### config.mk
export PLATFORM = sky130hd
export DESIGN_NAME = vga_palette_ram_flat
export DESIGN_NICKNAME = d
export VERILOG_FILES = /design/src/rtl/vga_palette_ram_if.sv /design/src/rtl/vga_palette_ram.sv /design/src/flat_wrapper.sv
export SDC_FILE = /design/constraint.sdc
export NUM_CORES = 1
export LEC_CHECK = 0
export ABC_AREA = 1
export CORE_ASPECT_RATIO = 1.4
export CORE_UTILIZATION = 30
export DETAILED_ROUTE_END_ITERATION = 10
export HOLD_SLACK_MARGIN = 0.02
export PLACE_DENSITY_LB_ADDON = 0.2
export SLEW_MARGIN = 20
export SYNTH_ARGS = -nofsm -noshare
export SYNTH_HDL_FRONTEND = slang
export SYNTH_SLANG_ARGS = --single-unit
### constraint.sdc
create_clock -name i_clk -period 1.75 [get_ports i_clk]
set_input_delay 0.175 -clock i_clk [delete_from_list [all_inputs] [get_ports i_clk]]
set_output_delay 0.175 -clock i_clk [all_outputs]
set_load 0.05 [all_outputs]
### src/rtl/vga_palette_ram_if.sv
// vga_palette_ram_if: pixel lookup and palette write bundle for vga_palette_ram.
//
// Signals (names match the block's pin list):
//   i_valid    lookup request this cycle
//   i_index    palette index to look up
//   i_blank    pixel outside active area, force black
//   i_wr_en    palette write strobe
//   i_wr_addr  entry to write
//   i_wr_data  colour to store
//   o_color    registered looked-up colour
//   o_valid    o_color belongs to a lookup issued two cycles earlier
//   o_ready    initialisation finished, writes are accepted
//
// Modports: master drives requests (pixel pipeline / CPU side), slave is the palette.
interface vga_palette_ram_if #(
  parameter int unsigned INDEX_W = 4,
  parameter int unsigned COLOR_W = 9
);

  logic               i_valid;
  logic [INDEX_W-1:0] i_index;
  logic               i_blank;
  logic               i_wr_en;
  logic [INDEX_W-1:0] i_wr_addr;
  logic [COLOR_W-1:0] i_wr_data;
  logic [COLOR_W-1:0] o_color;
  logic               o_valid;
  logic               o_ready;

  modport master (
    output i_valid,
    output i_index,
    output i_blank,
    output i_wr_en,
    output i_wr_addr,
    output i_wr_data,
    input  o_color,
    input  o_valid,
    input  o_ready
  );

  modport slave (
    input  i_valid,
    input  i_index,
    input  i_blank,
    input  i_wr_en,
    input  i_wr_addr,
    input  i_wr_data,
    output o_color,
    output o_valid,
    output o_ready
  );

endinterface

### src/rtl/vga_palette_ram.sv
// vga_palette_ram: register-based colour palette for a VGA pixel pipeline.
//
// After reset an INIT phase clears one entry per cycle (ENTRIES cycles), then
// the block enters RUN where palette writes are accepted. Pixel lookups run
// through a two-stage pipeline at one lookup per cycle in both phases.
//
// Ports:
//   i_clk    single rising-edge clock
//   i_rst_n  asynchronous active-low reset (storage is not reset, INIT clears it)
//   bus      vga_palette_ram_if.slave, see the interface file for signal list
//
// Build option:
//   VGA_PALETTE_BYPASS_EN  defined   -> read-during-write returns the new data
//                          undefined -> read-during-write returns the old data
//   Blanking wins over bypass in both builds.
module vga_palette_ram #(
  parameter int unsigned INDEX_W = 4,
  parameter int unsigned COLOR_W = 9
) (
  input logic              i_clk,
  input logic              i_rst_n,
  vga_palette_ram_if.slave bus
);

  localparam int unsigned ENTRIES = 2 ** INDEX_W;
  localparam logic [INDEX_W-1:0] LastIdx = INDEX_W'(ENTRIES - 1);

  typedef enum logic {
    StInit,
    StRun
  } state_e;

  // ---------------------------------------------------------------------------
  // Init / run control
  // ---------------------------------------------------------------------------
  state_e             state_q, state_d;
  logic [INDEX_W-1:0] init_cnt_q, init_cnt_d;
  logic               ready_q, ready_d;
  logic               init_we;
  logic               run_we;

  always_comb begin
    state_d    = state_q;
    init_cnt_d = init_cnt_q;
    init_we    = 1'b0;
    unique case (state_q)
      StInit: begin
        init_we    = 1'b1;
        init_cnt_d = init_cnt_q + 1'b1;
        if (init_cnt_q == LastIdx) begin
          state_d = StRun;
        end
      end
      StRun: begin
        state_d = StRun;
      end
      default: begin
        state_d = StInit;
      end
    endcase
    // Registered from the next state so o_ready rises on the first RUN cycle.
    ready_d = (state_d == StRun);
  end

  always_ff @(posedge i_clk or negedge i_rst_n) begin
    if (!i_rst_n) begin
      state_q    <= StInit;
      init_cnt_q <= '0;
      ready_q    <= 1'b0;
    end else begin
      state_q    <= state_d;
      init_cnt_q <= init_cnt_d;
      ready_q    <= ready_d;
    end
  end

  // Writes arriving during INIT are dropped.
  assign run_we = (state_q == StRun) && bus.i_wr_en;

  // ---------------------------------------------------------------------------
  // Storage: deliberately without reset, INIT does the clearing.
  // ---------------------------------------------------------------------------
  logic [COLOR_W-1:0] mem_q [ENTRIES];

  always_ff @(posedge i_clk) begin
    if (init_we) begin
      mem_q[init_cnt_q] <= '0;
    end else if (run_we) begin
      mem_q[bus.i_wr_addr] <= bus.i_wr_data;
    end
  end

  // ---------------------------------------------------------------------------
  // Lookup pipeline
  // ---------------------------------------------------------------------------
  logic               s1_valid_q;
  logic [INDEX_W-1:0] s1_index_q;
  logic               s1_blank_q;
  logic [COLOR_W-1:0] rd_data;
  logic [COLOR_W-1:0] color_q, color_d;
  logic               valid_q;

  always_ff @(posedge i_clk or negedge i_rst_n) begin
    if (!i_rst_n) begin
      s1_valid_q <= 1'b0;
      s1_index_q <= '0;
      s1_blank_q <= 1'b0;
    end else begin
      s1_valid_q <= bus.i_valid;
      s1_index_q <= bus.i_index;
      s1_blank_q <= bus.i_blank;
    end
  end

  always_comb begin
    rd_data = mem_q[s1_index_q];
`ifdef VGA_PALETTE_BYPASS_EN
    // Forward a RUN write that hits the entry being read this cycle.
    if (run_we && (bus.i_wr_addr == s1_index_q)) begin
      rd_data = bus.i_wr_data;
    end
`endif
    // o_color holds while no lookup completes.
    color_d = color_q;
    if (s1_valid_q) begin
      color_d = s1_blank_q ? '0 : rd_data;
    end
  end

  always_ff @(posedge i_clk or negedge i_rst_n) begin
    if (!i_rst_n) begin
      color_q <= '0;
      valid_q <= 1'b0;
    end else begin
      color_q <= color_d;
      valid_q <= s1_valid_q;
    end
  end

  assign bus.o_color = color_q;
  assign bus.o_valid = valid_q;
  assign bus.o_ready = ready_q;

endmodule

### src/flat_wrapper.sv
// flat-port wrapper written by rule: the top's interface ports become plain ports
module vga_palette_ram_flat 
#(
  parameter int unsigned INDEX_W = 4,
  parameter int unsigned COLOR_W = 9
)
  (i_clk, i_rst_n, bus_i_valid, bus_i_index, bus_i_blank, bus_i_wr_en, bus_i_wr_addr, bus_i_wr_data, bus_o_color, bus_o_valid, bus_o_ready);
  vga_palette_ram_if #(.INDEX_W(INDEX_W), .COLOR_W(COLOR_W)) bus_i ();
  input logic i_clk;
  input logic i_rst_n;
  input wire logic [$bits(bus_i.i_valid)-1:0] bus_i_valid;
  input wire logic [$bits(bus_i.i_index)-1:0] bus_i_index;
  input wire logic [$bits(bus_i.i_blank)-1:0] bus_i_blank;
  input wire logic [$bits(bus_i.i_wr_en)-1:0] bus_i_wr_en;
  input wire logic [$bits(bus_i.i_wr_addr)-1:0] bus_i_wr_addr;
  input wire logic [$bits(bus_i.i_wr_data)-1:0] bus_i_wr_data;
  output wire logic [$bits(bus_i.o_color)-1:0] bus_o_color;
  output wire logic [$bits(bus_i.o_valid)-1:0] bus_o_valid;
  output wire logic [$bits(bus_i.o_ready)-1:0] bus_o_ready;
  assign bus_i.i_valid = bus_i_valid;
  assign bus_i.i_index = bus_i_index;
  assign bus_i.i_blank = bus_i_blank;
  assign bus_i.i_wr_en = bus_i_wr_en;
  assign bus_i.i_wr_addr = bus_i_wr_addr;
  assign bus_i.i_wr_data = bus_i_wr_data;
  assign bus_o_color = bus_i.o_color;
  assign bus_o_valid = bus_i.o_valid;
  assign bus_o_ready = bus_i.o_ready;
  vga_palette_ram #(.INDEX_W(INDEX_W), .COLOR_W(COLOR_W)) u_core (.i_clk(i_clk), .i_rst_n(i_rst_n), .bus(bus_i));
endmodule
==> impl_metrics.ini <==
[global_route]
grt_usage = 0.1538
grt_pass1_wl_mm = 26.81
globalRouteOverflowTotal = 0
antenna_found_initial = 0
grt_pass1_vias = 4658
grt_max_degree = 73

[clocking]
clockBufferDepth = 2
cts_tree = built
cts.sinks = 165
numCtsBuffers = 17
hold_buffers = 0
clock_latency_ns = 0.43
htree_levels = 4
clk_pin_slew_worst_paths_ns = 0.06
post_cts_buffers = 0
root_buffer = clkbuf_16

[critical_path]
crit_slowest_cell = dfrtp_2
r2r_cells = 9
cp-end-kind = flip-flop
crit_cells = 9
cp_top_family = buffers and inverters
crit_chain = nand2_4 -> buf_4 -> nand2_2 -> o21ai_2 -> buf_4 -> nand2_1 -> buf_4 -> nor2_4 -> buf_12
crit_top_cell = buf_4
slowest_delay_ns = 0.42
path_class = reg -> reg
cp.arrival_ns = 1.83
cp_max_fo = 9
crit_buf_inv = 4
start_kind = flip-flop
worstPathRequired_ns = 1.90

[floorplan]
start_util = 0.3068
die_w_um = 132.7
io_pins = 33
coreArea_sq_um = 23370
fp.dieArea_sq_um = 24530
fp.dieH_um = 184.9
rows = 66

[synthesis]
yosysSeqAreaShare = 0.6764
synth_simple_gate_area_frac = 0.2154
synth_area_leaders = edfxtp_1 60%, nand2_1 12%, nand3_1 7.9%, dfrtp_1 7.3%, inv_1 6.6%
synth_warnings = 0
async_flop_share = 0.1273
synth_top_family_by_area = simple AND/OR/NAND/NOR gates
syn_area_per_cell_sq_um = 10.20
synth_most_common_cell = nand2_1
ys_seq_elements = 165
syn_area_sq_um = 7169
synth_edf_count = 144
synth_ff_type = edfxtp_1
synth_largest_area_cell = edfxtp_1
ys_top_cells_by_count = 228 x nand2_1, 144 x edfxtp_1, 126 x inv_1
synth_fa_ha_area_frac = 0.001745
synth_compound_area_frac = 0.003316
synth.mux.area_fraction = 0
synth_xor_area_frac = 0.003665
syn_nets = 726
synth_cell_types = 22
netlist_instances = 703
yosysTopAreaCellShare = 0.6031

[cells_and_area]
area_growth_pct = 24.76
drive_above_1_share = 0.1477
fillers = 2319
finish.utilization = 0.3828
num_antenna_cells = 0
nNetsFinal = 802

[sta]
final.setup.tns_ns = 0
tightestPinTransition_ns = 0.5277
fin_crit_sh = 0.9617
rsz0062_at_grt = yes
hold_violations = 0
skew_ns = 0.009259
setup_ws_ns = 0.06708
fmax_mhz = 594.2
slew_violations = 0
finalSetupViolCount = 0
period_minus_slack_ns = 1.683
slew_headroom = 0.6469

[route]
drtIter0Drc = 298
avgRoutedWirePerCell_um = 15.98
vias = 4649
ant_nets = 0
vias_per_cell = 4.234
drt-total-wl_mm = 17.54
drc = 0
first_pass_iters = 4

[outcome]
outcome = finished, final reports clean

[power_and_ir_drop]
ir_drop_mv = 0.7077
switching_share = 0.2327
clkPwrFrac = 0.420
powerDensity_nw_per_um2 = 977.9
power.switching_mw = 2.035
pwr-share-comb = 0.083
pwr-share-seq = 0.496
p_int_mw = 6.712
p_leak_nw = 3.917

[placement]
place.gp.congestion = 0.7574
dp_hpwl_mm = 11.45
portBuffers = 32
place_ws_ns = -0.4003

[hold_path]
hold_path.class = in -> async

[job]
maxCapViolCount = 0
-- layout make-up --
| cell class | instances | area [sq um] | area share |
|---|---|---|---|
| Inverter | 132 | 503.0 | 0.05623 |
| Sequential cell | 165 | 4852 | 0.5425 |
| Tap cell | 306 | 382.9 | 0.04280 |
| Clock buffer | 19 | 475.5 | 0.05315 |
| Multi-Input combinational cell | 379 | 1690 | 0.1890 |
| Timing Repair Buffer | 84 | 927.1 | 0.1037 |
| Clock inverter | 13 | 113.9 | 0.01273 |
-- through the flow --
step	cell area [sq um]	total power [mW]	std cells	hold WS, ns
after floorplan	7211	4.832	703	-0.1206
after global placement	8305	5.179	1066	0.3729
after detailed placement	8305	5.179	1066	0.3800
after CTS	8909	8.859	1098	0.08888
after global routing	8945	9.048	1098	0.1071
final	8945	8.747	1098	0.09908
-- registers in the layout, indices dropped and copies added (netlist names) --
register            flops
u_core.s1_blank_q       1
u_core.bus.o_color      9
u_core.s1_valid_q       1
u_core.init_cnt_q       4
u_core.bus.o_valid      1
u_core.mem_q          144
u_core.state_q          1
u_core.s1_index_q       4
-- worst paths after layout --
check,startpoint,end,slack [ns]
worst max-delay path,u_core.state_q,u_core.mem_q[15][7],0.07
worst min-delay path,i_rst_n,u_core.init_cnt_q[0],0.1
worst max register to register,u_core.state_q,u_core.mem_q[15][7],0.07
worst min register to register,u_core.s1_valid_q,u_core.bus.o_valid,0.39
max in group asynchronous,i_rst_n,u_core.s1_index_q[0],1.38
min in group i_clk,bus_i_blank,u_core.s1_blank_q,0.19
-- layout by cell type (no fill, tap or decap), types with 13 or more instances in the layout --
| cell | netlist | final |
|---|---|---|
| dfrtp_1 | 21 | 19 |
| buf_4 | 5 | 32 |
| nand3_1 | 113 | 110 |
| clkdlybuf4s50_1 | 0 | 21 |
| buf_12 | 0 | 17 |
| inv_1 | 126 | 126 |
| edfxtp_1 | 144 | 144 |
| clkbuf_16 | 0 | 19 |
| nand2_1 | 228 | 226 |
| nor2_2 | 0 | 13 |
-- kinds of logic (layout without fill, tap and decap cells) --
logic type | count (synthesis) | count (layout)
AO/OA/AOI/OAI | 4 | 4
XOR/XNOR | 3 | 3
adder cells (fa/ha/maj) | 1 | 1
buffers and inverters | 159 | 248
flip-flops | 165 | 165
AND/OR/NAND/NOR | 371 | 371
-- per-layer routing --
| metal | up-vias | GRT usage | share of wire | wire (um) |
|---|---|---|---|---|
| met4 | 0 | 0.06115 | 0.015 | 271 |
| met3 | 15 | 0.02764 | 0.028 | 485 |
| met1 | 2168 | 0.1749 | 0.42 | 7281 |
| met2 | 83 | 0.2838 | 0.54 | 9505 |
| met5 | - | 0 | 0 | 0 |
| li1 | 2383 | - | - | - |
-- power by group through the flow --
| stage | Clock, mW | Sequential, mW | Combinational, mW |
|---|---|---|---|
| floorplan | 0 | 4.49 | 0.337 |
| CTS | 3.77 | 4.34 | 0.746 |
| detailed placement | 0 | 4.43 | 0.752 |
| global placement | 0 | 4.43 | 0.752 |
| global route | 3.91 | 4.34 | 0.798 |
| finish | 3.68 | 4.34 | 0.729 |
-- worst register-to-register path, delay by kind of cell, from the launching register on --
family	cells	cell delay [ns]
DFF	1	0.42
and+or+nand+nor	4	0.34
buffers and inverters	4	0.58
AOI/OAI and AO/OA	1	0.07
-- what timing repair did --
action                     4_1_cts  5_1_grt
hold endpoints to repair         0        0
pin swaps                        0        1
setup endpoints to repair       73      127
resized for setup               15       10
No activity file was read; power rests on OpenSTA's default activity.
